## src/rtl/leve2_pkg.sv

```systemverilog
// Shared decode constants and field helpers for the LEVE decode/register-read stage.
package leve2_pkg;

  localparam logic [6:0] OP     = 7'b0110011;
  localparam logic [6:0] OP_IMM = 7'b0010011;
  localparam logic [6:0] LOAD   = 7'b0000011;
  localparam logic [6:0] STORE  = 7'b0100011;
  localparam logic [6:0] BRANCH = 7'b1100011;
  localparam logic [6:0] LUI    = 7'b0110111;
  localparam logic [6:0] AUIPC  = 7'b0010111;
  localparam logic [6:0] JAL    = 7'b1101111;
  localparam logic [6:0] JALR   = 7'b1100111;
  localparam logic [6:0] SYSTEM = 7'b1110011;

  localparam logic [31:0] MRET        = 32'h3020_0073;
  localparam logic [11:0] CSR_MSTATUS = 12'h300;

  function automatic logic uses_rs1(input logic [6:0] opc);
    return !(opc == LUI || opc == AUIPC || opc == JAL);
  endfunction

  function automatic logic uses_rs2(input logic [6:0] opc);
    return (opc == OP || opc == STORE || opc == BRANCH);
  endfunction

  function automatic logic [4:0] rs1_of(input logic [31:0] instr);
    return instr[19:15];
  endfunction

  function automatic logic [4:0] rs2_of(input logic [31:0] instr);
    return instr[24:20];
  endfunction

  function automatic logic [4:0] rd_of(input logic [31:0] instr);
    return instr[11:7];
  endfunction

endpackage

```

## src/rtl/leve2_id_if.sv

```systemverilog
// Pipeline links around the decode stage: fetch -> decode and decode -> execute.
// Valid/ready: a transfer happens on a rising edge where valid and ready are both 1;
// valid never waits on ready, and an offered payload is only sampled when the transfer fires.
interface leve2_id_if #(parameter int XLEN = 64);
  logic            IVALID;
  logic            IREADY;
  logic [XLEN-1:0] IPC;
  logic [31:0]     IINSTR;
  logic            IFLASH;
  logic            OVALID;
  logic            OREADY;
  logic [XLEN-1:0] OPC;
  logic [31:0]     OINSTR;
  logic [XLEN-1:0] RS1;
  logic [XLEN-1:0] RS2;
  logic [XLEN-1:0] RCSR;

  // master is the decode stage itself; slave is the surrounding fetch/execute logic
  modport master (input IVALID, IPC, IINSTR, IFLASH, OREADY,
                  output IREADY, OVALID, OPC, OINSTR, RS1, RS2, RCSR);
  modport slave  (output IVALID, IPC, IINSTR, IFLASH, OREADY,
                  input IREADY, OVALID, OPC, OINSTR, RS1, RS2, RCSR);
endinterface

```

## src/rtl/leve2_opfwd.sv

```systemverilog
// One source-operand select: x0, youngest matching forward source, write-back bypass, register file.
module leve2_opfwd #(
  parameter int XLEN    = 64,
  parameter int NUM_FWD = 2
) (
  input  logic [4:0]              idx,
  input  logic [NUM_FWD-1:0]      fwd_valid,
  input  logic [5*NUM_FWD-1:0]    fwd_rd_idx,
  input  logic [NUM_FWD-1:0]      fwd_ok,
  input  logic [XLEN*NUM_FWD-1:0] fwd_data,
  input  logic                    wb_we,
  input  logic [4:0]              wb_idx,
  input  logic [XLEN-1:0]         wb_data,
  input  logic [XLEN-1:0]         rf_data,
  output logic [XLEN-1:0]         data,
  output logic                    hazard
);

  always_comb begin
    data   = rf_data;
    hazard = 1'b0;
    if (wb_we && wb_idx == idx) data = wb_data;
    // Walk oldest to youngest so the youngest match wins; a non-final match masks older ones.
    for (int i = NUM_FWD - 1; i >= 0; i--) begin
      if (fwd_valid[i] && fwd_rd_idx[i*5 +: 5] == idx) begin
        data   = fwd_ok[i] ? fwd_data[i*XLEN +: XLEN] : '0;
        hazard = !fwd_ok[i];
      end
    end
    if (idx == 5'd0) begin
      data   = '0;
      hazard = 1'b0;
    end
  end

endmodule

```

## src/rtl/leve2_id.sv

```systemverilog
// Decode/register-read stage: holds the integer register file, bypasses operands,
// stalls on load-use hazards and registers the decoded slot for execute.
module leve2_id
  import leve2_pkg::*;
#(
  parameter int XLEN    = 64,
  parameter int NUM_REG = 32,
  parameter int NUM_FWD = 2,
  parameter int CNT_W   = 32
) (
  input  logic                    CLK,
  input  logic                    RSTn,
  leve2_id_if.master              bus,
  output logic [11:0]             CSR_RA,
  input  logic [XLEN-1:0]         CSR_RD,
  input  logic [NUM_FWD-1:0]      FWD_VALID,
  input  logic [5*NUM_FWD-1:0]    FWD_RD_IDX,
  input  logic [NUM_FWD-1:0]      FWD_OK,
  input  logic [XLEN*NUM_FWD-1:0] FWD_DATA,
  input  logic                    WB_IWE,
  input  logic [4:0]              WB_IRD_IDX,
  input  logic [XLEN-1:0]         WB_IRD,
  output logic [CNT_W-1:0]        STALL_CNT
);

  logic [XLEN-1:0] rf [NUM_REG];

  logic [4:0]      rs1_idx, rs2_idx;
  logic [6:0]      opcode;
  logic [XLEN-1:0] rs1_val, rs2_val;
  logic            rs1_hz, rs2_hz;
  logic            stall, capture;

  logic            ovalid_q;
  logic [XLEN-1:0] opc_q, rs1_q, rs2_q, rcsr_q;
  logic [31:0]     oinstr_q;
  logic [CNT_W-1:0] cnt_q;

  assign rs1_idx = rs1_of(bus.IINSTR);
  assign rs2_idx = rs2_of(bus.IINSTR);
  assign opcode  = bus.IINSTR[6:0];

  leve2_opfwd #(.XLEN(XLEN), .NUM_FWD(NUM_FWD)) u_rs1 (
    .idx(rs1_idx), .fwd_valid(FWD_VALID), .fwd_rd_idx(FWD_RD_IDX), .fwd_ok(FWD_OK),
    .fwd_data(FWD_DATA), .wb_we(WB_IWE), .wb_idx(WB_IRD_IDX), .wb_data(WB_IRD),
    .rf_data(rf[rs1_idx]), .data(rs1_val), .hazard(rs1_hz)
  );

  leve2_opfwd #(.XLEN(XLEN), .NUM_FWD(NUM_FWD)) u_rs2 (
    .idx(rs2_idx), .fwd_valid(FWD_VALID), .fwd_rd_idx(FWD_RD_IDX), .fwd_ok(FWD_OK),
    .fwd_data(FWD_DATA), .wb_we(WB_IWE), .wb_idx(WB_IRD_IDX), .wb_data(WB_IRD),
    .rf_data(rf[rs2_idx]), .data(rs2_val), .hazard(rs2_hz)
  );

  assign stall      = bus.IVALID && ((uses_rs1(opcode) && rs1_hz) || (uses_rs2(opcode) && rs2_hz));
  // A flush always consumes the offered instruction, even while stalled or back-pressured.
  assign bus.IREADY = bus.IFLASH || (!stall && (!ovalid_q || bus.OREADY));
  assign capture    = bus.IVALID && bus.IREADY && !bus.IFLASH;
  assign CSR_RA     = (bus.IINSTR == MRET) ? CSR_MSTATUS : bus.IINSTR[31:20];

  // Register file is intentionally not reset; x0 is never stored.
  always_ff @(posedge CLK) begin
    if (WB_IWE && WB_IRD_IDX != 5'd0) rf[WB_IRD_IDX] <= WB_IRD;
  end

  always_ff @(posedge CLK or negedge RSTn) begin
    if (!RSTn) begin
      ovalid_q <= 1'b0;
      opc_q    <= '0;
      oinstr_q <= '0;
      rs1_q    <= '0;
      rs2_q    <= '0;
      rcsr_q   <= '0;
      cnt_q    <= '0;
    end else begin
      if (bus.IFLASH) begin
        ovalid_q <= 1'b0;
      end else if (capture) begin
        ovalid_q <= 1'b1;
        opc_q    <= bus.IPC;
        oinstr_q <= bus.IINSTR;
        rs1_q    <= rs1_val;
        rs2_q    <= rs2_val;
        rcsr_q   <= CSR_RD;
      end else if (bus.OREADY) begin
        ovalid_q <= 1'b0;
      end
      if (stall && !bus.IFLASH && cnt_q != '1) cnt_q <= cnt_q + CNT_W'(1);
    end
  end

  assign bus.OVALID = ovalid_q;
  assign bus.OPC    = opc_q;
  assign bus.OINSTR = oinstr_q;
  assign bus.RS1    = rs1_q;
  assign bus.RS2    = rs2_q;
  assign bus.RCSR   = rcsr_q;
  assign STALL_CNT  = cnt_q;

endmodule

```

## src/flat_wrapper.sv

```systemverilog
// flat-port wrapper written by rule: the top's interface ports become plain ports
module leve2_id_flat import leve2_pkg::*;
#(
  parameter int XLEN    = 64,
  parameter int NUM_REG = 32,
  parameter int NUM_FWD = 2,
  parameter int CNT_W   = 32
)
  (CLK, RSTn, CSR_RA, CSR_RD, FWD_VALID, FWD_RD_IDX, FWD_OK, FWD_DATA, WB_IWE, WB_IRD_IDX, WB_IRD, STALL_CNT, bus_IVALID, bus_IPC, bus_IINSTR, bus_IFLASH, bus_OREADY, bus_IREADY, bus_OVALID, bus_OPC, bus_OINSTR, bus_RS1, bus_RS2, bus_RCSR);
  leve2_id_if #(.XLEN(XLEN)) bus_i ();
  input  logic CLK;
  input  logic RSTn;
  output logic [11:0] CSR_RA;
  input  logic [XLEN-1:0] CSR_RD;
  input  logic [NUM_FWD-1:0] FWD_VALID;
  input  logic [5*NUM_FWD-1:0] FWD_RD_IDX;
  input  logic [NUM_FWD-1:0] FWD_OK;
  input  logic [XLEN*NUM_FWD-1:0] FWD_DATA;
  input  logic WB_IWE;
  input  logic [4:0] WB_IRD_IDX;
  input  logic [XLEN-1:0] WB_IRD;
  output logic [CNT_W-1:0] STALL_CNT;
  input wire logic [$bits(bus_i.IVALID)-1:0] bus_IVALID;
  input wire logic [$bits(bus_i.IPC)-1:0] bus_IPC;
  input wire logic [$bits(bus_i.IINSTR)-1:0] bus_IINSTR;
  input wire logic [$bits(bus_i.IFLASH)-1:0] bus_IFLASH;
  input wire logic [$bits(bus_i.OREADY)-1:0] bus_OREADY;
  output wire logic [$bits(bus_i.IREADY)-1:0] bus_IREADY;
  output wire logic [$bits(bus_i.OVALID)-1:0] bus_OVALID;
  output wire logic [$bits(bus_i.OPC)-1:0] bus_OPC;
  output wire logic [$bits(bus_i.OINSTR)-1:0] bus_OINSTR;
  output wire logic [$bits(bus_i.RS1)-1:0] bus_RS1;
  output wire logic [$bits(bus_i.RS2)-1:0] bus_RS2;
  output wire logic [$bits(bus_i.RCSR)-1:0] bus_RCSR;
  assign bus_i.IVALID = bus_IVALID;
  assign bus_i.IPC = bus_IPC;
  assign bus_i.IINSTR = bus_IINSTR;
  assign bus_i.IFLASH = bus_IFLASH;
  assign bus_i.OREADY = bus_OREADY;
  assign bus_IREADY = bus_i.IREADY;
  assign bus_OVALID = bus_i.OVALID;
  assign bus_OPC = bus_i.OPC;
  assign bus_OINSTR = bus_i.OINSTR;
  assign bus_RS1 = bus_i.RS1;
  assign bus_RS2 = bus_i.RS2;
  assign bus_RCSR = bus_i.RCSR;
  leve2_id #(.XLEN(XLEN), .NUM_REG(NUM_REG), .NUM_FWD(NUM_FWD), .CNT_W(CNT_W)) u_core (.CLK(CLK), .RSTn(RSTn), .bus(bus_i), .CSR_RA(CSR_RA), .CSR_RD(CSR_RD), .FWD_VALID(FWD_VALID), .FWD_RD_IDX(FWD_RD_IDX), .FWD_OK(FWD_OK), .FWD_DATA(FWD_DATA), .WB_IWE(WB_IWE), .WB_IRD_IDX(WB_IRD_IDX), .WB_IRD(WB_IRD), .STALL_CNT(STALL_CNT));
endmodule
```

## config.mk

```make
export PLATFORM = sky130hd
export DESIGN_NAME = leve2_id_flat
export DESIGN_NICKNAME = d
export VERILOG_FILES = /design/src/rtl/leve2_pkg.sv /design/src/rtl/leve2_id_if.sv /design/src/rtl/leve2_opfwd.sv /design/src/rtl/leve2_id.sv /design/src/flat_wrapper.sv
export SDC_FILE = /design/constraint.sdc
export NUM_CORES = 2
export LEC_CHECK = 0
export CORE_MARGIN = 2
export CORE_UTILIZATION = 40
export DETAILED_ROUTE_END_ITERATION = 8
export SYNTH_ARGS = -nofsm -noshare
export SYNTH_HDL_FRONTEND = slang
export SYNTH_SLANG_ARGS = --single-unit
```

## constraint.sdc

```tcl
create_clock -name CLK -period 4.2 [get_ports CLK]
set_input_delay 0.84 -clock CLK [delete_from_list [all_inputs] [get_ports CLK]]
set_output_delay 0.84 -clock CLK [all_outputs]
set_load 0.02 [all_outputs]
```

==> impl_metrics.yaml <==
grt:
  grt_pass1_wl_um: 611200
  grt_max_degree: 108
  first_global_vias: 75900
  grtUsageTotal_pct: 31.65
  grt_overflow: 0
  antenna_found_initial: 44
pwr:
  clockPowerShare_pct: 40.9
  p_seq_share_pct: 46.1
  combPwrFrac_pct: 13.0
  p_sw_share_pct: 25.46
  p_int_uw: 43630
  peakVddDrop_mv: 0.3373
  switchingPower_uw: 14900
  p_per_area_nw_per_um2: 439.2
  p_leak_uw: 0.04563
yosys:
  synthTopCellsByArea: "edfxtp_1 56%, mux4_2 17%, dfrtp_1 7.4%"
  syn_inst: 6657
  ys_warn_count: 0
  synth_area_leader_cell: "edfxtp_1"
  ys_ff_latch: 2369
  netlist_area_um2: 109000
  netlist.area_leader.share_pct: 56.41
  synth_cell_types: 55
  synth_seq_area_share_pct: 63.78
  synth-main-ff-cell: "edfxtp_1"
  synth_commonest_cells: "2048 x edfxtp_1, 847 x mux4_2, 770 x nand2_1"
  synth_edf_count: 2048
  ys_async_sr_fraction_pct: 13.55
  syn_avg_cell_area_um2: 16.38
  synth.most_common_cell: "edfxtp_1"
min_path:
  min_path_type: "flop to flop"
  hold_start: "u_core.bus.OINSTR[22]"
die:
  row_count: 191
  dieHeight_um: 526.1
  core-area_um2: 271000
  die_area_um2: 276800
  start_util_pct: 40.23
  io_pins: 711
  die_w_um: 526.1
setup_path:
  startpoint: "FWD_RD_IDX[0]"
  cp_top_family: "buffers and inverters"
  crit_fanout: 2
  max_stage_delay_ps: 450
  crit_top_cell: "buf_4"
  cp-endpoint: "bus_IREADY"
  end_kind: "primary output"
  slowest_stage: "clkdlybuf4s50_1"
  cp_num_buf_inv: 5
  reg2reg_depth: 8
  worst_r2r_endpoint: "u_core.STALL_CNT[31]"
  startpoint_type: "input port"
  crit_chain: "clkdlybuf4s50_1 -> buf_4 -> xor2_1 -> nor4_1 -> buf_4 -> nand3_4 -> mux2i_1 -> buf_4 -> a22o_1 -> nor2_1 -> clkbuf_2"
  regToRegStartpoint: "u_core.STALL_CNT[2]"
  crit_required_ps: 3360
  rrSetupSlack_ps: 1580
  critPathKind: "input port to primary output"
  cp.arrival_ps: 3250
  path_depth: 11
route:
  vias: 76490
  drc: 0
  wl_per_cell_um: 39.21
  final_antenna_net_count: 0
  wirelength_um: 449000
  dr.pass1.iters: 7
  viasPerCell: 6.681
  drt_iter0_markers: 11530
cts:
  clockBufferDepth: 4
  insertion_delay_ps: 870
  cts_buffers: 272
  cts_tree: "yes"
  postCtsSetupBuffers: 0
  clockRootBuffer: "clkbuf_16"
  clkTransAtPathRegs_ps: 60
  cts_sinks: 2369
  htree_levels: 5
final_layout:
  final_nets: 8031
  regArea_um2: 69530
  multi_input_area_um2: 37770
  synthToLayoutAreaGrowth_pct: 22.24
  fin_util_pct: 49.18
  fillers: 22600
  layout-drive-gt1-share_pct: 23.67
timing:
  fin_worst_skew_ps: 46.22
  maxSlewHeadroom_pct: 5.207
  slew_viol_final: 0
  fin_crit_sh_pct: 97.32
  hold_viol: 0
  fmax_mhz: 244.7
  tightest_slew_ps: 1417
  hold_slack_ps: 468.9
  rsz0062_at_grt: "false"
  min_period_ps: 4087
  setup_viol: 0
placement:
  hpwl_um: 278100
  gp_congestion: 0.9767
  portBuffers: 710
flow_run:
  maxCapViolCount: 0
status:
  run_status: "completed"
[power by group through the flow]
stage	clock [uW]	combinational, uW	sequential [uW]
after floorplan	0	2900	27800
after global placement	0	7460	27400
after detailed placement	0	7510	27400
after CTS	24100	7540	27000
after global routing	25000	7880	27000
final	23900	7600	27000
[cell families after synthesis]
family                     count (synthesis)  share of synthesized area [%]
AOI/OAI and AO/OA                       1166                          7.311
xor gates and xnor gates                  61                         0.4901
adders and majority gates                  1                        0.01147
buffers and inverters                    567                          2.179
DFF                                     2369                          63.78
muxes                                   1257                          21.29
other                                      1                       0.003440
and+or+nand+nor                         1235                          4.938
[flip-flops by register name, indices dropped and copies added, names as in the netlist]
| register | cells |
|---|---|
| u_core.bus.OPC | 64 |
| u_core.rf | 2048 |
| u_core.STALL_CNT | 32 |
| u_core.bus.OINSTR | 32 |
| u_core.bus.RCSR | 64 |
| u_core.bus.OVALID | 1 |
| u_core.bus.RS2 | 64 |
| u_core.bus.RS1 | 64 |
[what timing repair did]
| item | CTS | global route |
|---|---|---|
| gates resized for setup | 4 | 2 |
| hold endpoints to repair | 6 | 0 |
| endpoints found under the setup margin | 1 | 1 |
| hold buffers | 1 | 0 |
[final cells by class]
type	instances	share of cell area, %
sequential	2369	52.17
clock inverter	130	1.007
multi-input combinational	3784	28.34
tap	3570	3.352
clock buffer	352	5.604
timing repair buffer	1222	9.476
inverter	4	0.01314
antenna	19	0.03567
[per-stage QoR]
| stage | setup TNS [ps] | cells | total power [uW] | setup WS [ps] | cell area [um2] |
|---|---|---|---|---|---|
| 5_1_grt | 0 | 11440 | 59900 | 70.37 | 133200 |
| 4_1_cts | 0 | 11430 | 58600 | 51.70 | 133200 |
| 3_3_place_gp | -13200 | 10950 | 34880 | -562.1 | 124400 |
| 6_report | 0 | 11450 | 58530 | 112.7 | 133300 |
| 3_5_place_dp | -4489 | 10950 | 34960 | -465.7 | 124400 |
| 2_1_floorplan | -658920 | 6720 | 30730 | -383.5 | 109300 |
[routing by layer]
layer	vias to the layer above	global-route usage (%)	wire (um)
li1	29360	-	-
met1	39730	39.43	157000
met2	6089	49.54	207100
met3	1273	8.809	54030
met4	40	18.38	30630
met5	-	0	257
[cell usage in the layout (no fill, tap or decap), drive strengths merged, types with 64 or more instances in the layout]
cell type and n:
a211oi 104, a21oi 276, a221oi 83, a22oi 193, a32o 67, buf 524, clkbuf 354, clkdlybuf4s50 695
clkinv 85, conb 64, dfrtp 321, edfxtp 2048, mux2i 385, mux4 847, nand2 770, nand3 110
nor2 97, nor3 65, o21ai 140, o22ai 85
[worst reg2reg max path, delay by kind of cell (launching register included)]
kind | cells | cell delay (ps)
simple gates | 7 | 1930
xor+xnor | 1 | 170
flops | 1 | 450
[worst min path at each step]
| stage | end | slack (ps) | cells after the start |
|---|---|---|---|
| 2_1_floorplan | u_core.STALL_CNT[0] | 540 | 0 |
| 3_3_place_gp | u_core.bus.OPC[26] | 460 | 2 |
| 3_5_place_dp | u_core.bus.OINSTR[22] | 460 | 2 |
| 4_1_cts | u_core.bus.OPC[24] | 470 | 2 |
| 5_1_grt | u_core.bus.OINSTR[22] | 490 | 2 |
| 6_report | u_core.bus.OINSTR[22] | 470 | 2 |
Note: power is estimated with default switching activity, not from simulation.
